--- config.mk ---
export PLATFORM = sky130hd
export DESIGN_NAME = ps2_mouse_receiver
export DESIGN_NICKNAME = d
export VERILOG_FILES = /design/src/rtl/ps2_mouse_receiver.sv
export SDC_FILE = /design/constraint.sdc
export NUM_CORES = 1
export LEC_CHECK = 0
export CAP_MARGIN = 20
export CORE_MARGIN = 2
export CORE_UTILIZATION = 35
export CTS_BUF_LIST = sky130_fd_sc_hd__clkbuf_4 sky130_fd_sc_hd__clkbuf_8
export CTS_CLUSTER_DIAMETER = 200
export DETAILED_ROUTE_END_ITERATION = 16
export SLEW_MARGIN = 20
export SYNTH_ARGS = -nofsm -noshare
export SYNTH_HDL_FRONTEND = slang
export SYNTH_SLANG_ARGS = --single-unit
export TNS_END_PERCENT = 30
--- constraint.sdc ---
create_clock -name CLK -period 3.1 [get_ports CLK]
set_clock_uncertainty 0.2 [all_clocks]
set_input_delay 0.62 -clock CLK [delete_from_list [all_inputs] [get_ports CLK]]
set_output_delay 0.62 -clock CLK [all_outputs]
set_load 0.01 [all_outputs]
--- src/rtl/ps2_mouse_receiver.sv ---
// ps2_mouse_receiver
// Receives 11-bit PS/2 device-to-host frames (start, 8 data LSB-first, odd
// parity, stop) in the CLK domain. Each completed frame produces a one-cycle
// BYTE_READY pulse. BYTE_READ and BYTE_ERROR_CODE update in that same cycle.
// Frames with errors still pulse. The master decides whether to discard them.
// Optional feature: define PS2_RX_TIMEOUT_EN to abandon a partial frame after
// TIMEOUT_CYCLES clocks without a PS/2 falling edge.
module ps2_mouse_receiver #(
  parameter int TIMEOUT_CYCLES = 50000
) (
  input  logic       CLK,
  input  logic       RESET,
  input  logic       CLK_MOUSE_IN,
  input  logic       DATA_MOUSE_IN,
  input  logic       READ_ENABLE,
  output logic       BYTE_READY,
  output logic [7:0] BYTE_READ,
  output logic [1:0] BYTE_ERROR_CODE
);

  typedef enum logic [4:0] {
    IDLE   = 5'b00001,
    DATA   = 5'b00010,
    PARITY = 5'b00100,
    STOP   = 5'b01000,
    DONE   = 5'b10000
  } state_t;

  state_t     state, state_nxt;
  logic [2:0] clk_dly, data_dly;
  logic       clk_fall, data_bit;
  logic [2:0] bit_cnt;
  logic [7:0] shreg;
  logic       parity_err, stop_err;
  logic       shift_en, cnt_clr, cap_par, cap_stop, load_out;
  logic       wd_expired;

  // Three-flop synchronisers. They reset high because idle PS/2 lines are high.
  always_ff @(posedge CLK or negedge RESET) begin
    if (!RESET) begin
      clk_dly  <= 3'b111;
      data_dly <= 3'b111;
    end else begin
      clk_dly  <= {clk_dly[1:0], CLK_MOUSE_IN};
      data_dly <= {data_dly[1:0], DATA_MOUSE_IN};
    end
  end

  assign clk_fall = clk_dly[2] & ~clk_dly[1];
  // data_dly[1] has passed through the same number of flops as the edge detect.
  assign data_bit = data_dly[1];

`ifdef PS2_RX_TIMEOUT_EN
  localparam logic [16:0] WD_LIMIT = 17'(TIMEOUT_CYCLES - 1);
  logic [16:0] wd_cnt;

  // Watchdog restarts on every PS/2 edge and stays cleared while idle.
  always_ff @(posedge CLK or negedge RESET) begin
    if (!RESET)                        wd_cnt <= '0;
    else if (clk_fall || state == IDLE) wd_cnt <= '0;
    else                               wd_cnt <= wd_cnt + 17'd1;
  end

  assign wd_expired = (wd_cnt == WD_LIMIT) && (state != IDLE);
`else
  assign wd_expired = 1'b0;
`endif

  // State register.
  always_ff @(posedge CLK or negedge RESET) begin
    if (!RESET) state <= IDLE;
    else        state <= state_nxt;
  end

  // Next-state and datapath strobes. Abort and timeout override every state
  // except DONE, so a frame that has already completed always reports.
  always_comb begin
    state_nxt = state;
    shift_en  = 1'b0;
    cnt_clr   = 1'b0;
    cap_par   = 1'b0;
    cap_stop  = 1'b0;
    load_out  = 1'b0;
    case (state)
      IDLE: begin
        // A start bit must be 0. A 1 is treated as line noise and dropped.
        if (clk_fall && !data_bit) begin
          state_nxt = DATA;
          cnt_clr   = 1'b1;
        end
      end
      DATA: begin
        if (clk_fall) begin
          shift_en = 1'b1;
          if (bit_cnt == 3'd7) state_nxt = PARITY;
        end
      end
      PARITY: begin
        if (clk_fall) begin
          cap_par   = 1'b1;
          state_nxt = STOP;
        end
      end
      STOP: begin
        if (clk_fall) begin
          cap_stop  = 1'b1;
          state_nxt = DONE;
        end
      end
      DONE: begin
        load_out  = 1'b1;
        state_nxt = IDLE;
      end
      default: state_nxt = IDLE;
    endcase
    if (state != DONE && (!READ_ENABLE || wd_expired)) begin
      state_nxt = IDLE;
      shift_en  = 1'b0;
      cap_par   = 1'b0;
      cap_stop  = 1'b0;
      cnt_clr   = 1'b1;
    end
  end

  // Frame datapath: shift register, bit counter, error flags.
  always_ff @(posedge CLK or negedge RESET) begin
    if (!RESET) begin
      bit_cnt    <= '0;
      shreg      <= '0;
      parity_err <= 1'b0;
      stop_err   <= 1'b0;
    end else begin
      if (cnt_clr)       bit_cnt <= '0;
      else if (shift_en) bit_cnt <= bit_cnt + 3'd1;
      if (shift_en) shreg <= {data_bit, shreg[7:1]};
      // The eight data bits plus the parity bit must hold an odd number of ones.
      if (cap_par)  parity_err <= ~(^shreg ^ data_bit);
      if (cap_stop) stop_err   <= ~data_bit;
    end
  end

  // Output registers update only in the DONE cycle.
  always_ff @(posedge CLK or negedge RESET) begin
    if (!RESET) begin
      BYTE_READY      <= 1'b0;
      BYTE_READ       <= 8'h00;
      BYTE_ERROR_CODE <= 2'b00;
    end else begin
      BYTE_READY <= load_out;
      if (load_out) begin
        BYTE_READ       <= shreg;
        BYTE_ERROR_CODE <= {stop_err, parity_err};
      end
    end
  end

endmodule

# == Word-level counts from Yosys, hierarchy flattened ==
# Cells that the tools add are included.
# Widths: inputs -> output; s select.
# totals
in_bits,5
register_bits,34
# op_classes
bitwise,5
muxes,20
n_reduce_logical,7
add_sub_neg,1
n_eq_ne,12
# op_table
operator,n
$mux 5,6
$pmux 5 s4,1
$ne 3x3->1 const B,5
$mux 1,11
$reduce_xor 8->1,1
$mux 3,2
$eq 5x1->1 const B,1
$eq 5x2->1 const B,1
$eq 5x3->1 const B,1
$eq 5x4->1 const B,1
$eq 5x5->1 const B,1
$ne 5x5->1 const B,1
$reduce_and 5->1,1
$add 3x1->3 const B,1
$eq 3x3->1 const B,1
$not 1->1,3
$logic_and 1x1->1,2
$logic_not 1->1,2
$reduce_bool 2->1,1
$and 1x1->1,1
$xor 1x1->1,1

# == Depth between registers and ports, before layout ==
# depth
depth_word,7
mapped_depth,6

# == Worst setup path after synthesis ==
# OpenSTA, ideal clock, no wires.
# synth_path
kind,input-to-reg
start,input READ_ENABLE
end,register parity_err
path_buffers,0
setup_ps,125
arrival_ps,1667
required_ps,2775
stages,4
setup_slack_ps,1108
cell_sequence,or3b_4 nor4b_4 o211ai_2 mux2_4
# synth_via
elab_chain_len,3
# synth_rtl
item,line_no,rtl
from (decl),15,"input logic READ_ENABLE,"
$logic_not 1->1,116,if (state != DONE && (!READ_ENABLE || wd_expired)) begin
$logic_and 1x1->1,116,
$mux 1,116,
to (signal assigned),137,if (cap_par) parity_err <= ~(^shreg ^ data_bit);
to (decl),34,"logic parity_err, stop_err;"
# Every way passes these cells.
# A chain may end at the register's enable or synchronous reset.

# == Worst setup path in the final report ==
# layout_path
start,input READ_ENABLE
end,register shreg[0]
# layout_via
elab_chain_len,3
# layout_rtl
item,line_no,rtl
$logic_not 1->1,116,
$logic_and 1x1->1,116,
$mux 1,116,
to (signal assigned),135,"if (shift_en) shreg <= {data_bit, shreg[7:1]};"
to (decl),33,logic [7:0] shreg;
# Every way passes these cells.

==> metrics.txt <==
flops & latches, synth=34; Remaining Overflow, GRT=0; die height=70.4 µm; WHS=0.156 ns; total track usage=12.2%; CTS Buf Count=5; first-pass GRT wire length=4720 µm; GPL Wtd Cong=0.869; Syn Inst Count=111; final instance area=0.00185 mm²; Power Total=880 µW; setup bufs post-CTS=0; post_cts resized=0; Worst slew margin=71.2%; hold_sp=clk_dly[0]; CTS Sinks=34; cell total after placement=175; Hold Fails Final Rpt=0; storage element area=858 µm²; Pre-antenna DRT Iters=4; via count=934; most common cell after layout, fill and taps aside=dfrtp_1; CTS Root Cell=clkbuf_8; RSZ-0062 raised after global routing=no; syn_nets=118; Core Area=0.00429 mm²; initial antenna violation count=0; Post-synth EDFFs=0; worst min path class=flip-flop to flip-flop; CTS Buffer Depth=2; worst r2r src=state[1]; Final Slew Violations=0; # diodes=0; Area Growth Syn to Fin=19.8%; VDD IR max=248 µV; fillers=406; Mapped Area=0.00154 mm²; final setup vio count=0; CP Launch Point=READ_ENABLE; Most used DFF post-synth=dfrtp_1; layout cells sized above 1=32.1%; Critical Path AT=2.25 ns; IO Count=16; R2R setup slack=1.09 ns; footprint of the multi-input gates=642 µm²; leading post-synthesis cells by cell area=dfrtp_1 (45%), dfstp_2 (10%), mux2_2 (8.8%); vias in the first global route=975; Worst Path Max Fanout=5; DP Area=0.00174 mm²; Clock Pin Slew Worst Setup and Hold Paths=0.07 ns; Initial Util=35.9%; type of the worst setup path=input pin to flip-flop; row count=24; largest net degree at the start of global routing=35; Max Fclk=438 MHz; fin crit period=2.28 ns; post-synth top area share=45.5%; DP Wirelength=1890 µm; Synth Warn #=0; CTS Hold Bufs=0; status=finished, final reports clean; layout net count=137; DR iter-0 viols=40; DRC violations left=0; Crit path required time=3.07 ns; post-route setup TNS=0 ns; non-filler instance count after layout=183; pwr dens=477 mW/mm²; post-synth top area cell=dfrtp_1; ys async rst share=100%; H-tree depth=2; Final Cycle Share=73.7%; Vias/cell=5.10; DIE WIDTH=70.4 µm; syn avg cell area=13.9 µm²; Maximum Capacitance Violations=0; Unique masters post-synth=36; CTS tree=yes; crit start category=input pin; final wirelength=2640 µm; P_leak=0.000892 µW; Clock Latency Late Sink=0.28 ns; PortBufs=15; WL/cell=14.4 µm; worst slew pin tran=0.431 ns; DIE AREA=0.00495 mm²; CP endpoint kind=flip-flop; DRT antenna net count=0; sequential area share after synthesis=55.7%; most frequent cells in the layout=dfrtp_1 (28), clkdlybuf4s50_1 (15), mux2_2 (12), nand2_1 (7)
==> power breakdown <==
group / internal (µW) / switching [µW] / total (µW)
combinational: 13.0 / 17.6 / 30.5
sequential: 451 / 3.67 / 454
clock: 236 / 159 / 395
total: 700 / 180 / 880
==> cell families after synthesis <==
kind of cell	Yosys count	synth area share (%)
compound gates	15	7.31
xor+xnor	8	5.44
fa+ha+maj	2	1.62
buf+inv	7	2.68
flops	34	55.7
mux	19	15.3
simple gates	26	12.0
==> path summary, 6_finish.rpt <==
| kind | end | cells past startpoint |
|---|---|---|
| worst max-delay path | shreg[0] | 5 |
| worst min-delay path | clk_dly[1] | 0 |
| worst max register to register | shreg[0] | 4 |
| worst min register to register | clk_dly[1] | 0 |
| max in group asynchronous | clk_dly[0] | 2 |
| min in group asynchronous | state[1] | 2 |
==> state kept, by name, summed over array words and instances (netlist names) <==
register,count
data_dly,2
BYTE_READY,1
state,5
bit_cnt,3
parity_err,1
shreg,8
BYTE_ERROR_CODE,2
stop_err,1
BYTE_READ,8
clk_dly,3
==> cell usage after synthesis, types with 2 or more instances <==
cell	count
a22o_1	3
buf_2	3
dfrtp_1	28
dfstp_2	6
ha_1	2
inv_1	2
mux2_2	12
mux2_4	6
nand2_1	7
nand3b_1	2
nor2_1	5
nor3b_2	2
o21ai_0	5
xnor2_1	4
xor2_1	3
==> stage by stage <==
step / util (%) / setup slack, ns
final: 43.0 / 0.815
after global routing: 43.0 / 0.732
after CTS: 43.0 / 0.809
after detailed placement: 40.5 / 0.518
after global placement: 40.5 / 0.539
after floorplan: - / 1.11
==> worst max-delay path, cell delays in order <==
cell and delay, ns:
clkdlybuf4s50_1 0.51, nor3b_2 0.26, nand2_1 0.17, or2_1 0.36, mux2_4 0.34
==> final cells by class <==
cell class | count | share of cell area, %
timing repair buffer | 17 | 8.94
inverter | 2 | 0.407
clock buffer | 5 | 3.73
clock inverter | 3 | 2.17
tap | 52 | 3.52
sequential | 34 | 46.5
multi-input combinational | 70 | 34.8
==> routing by layer <==
metal	track usage, %	share of wire, %
met4	6.41	0.68
met5	0	0
met1	15.4	45
met3	3.46	5.4
met2	19.0	49
Power figures use the tool's default switching activity.
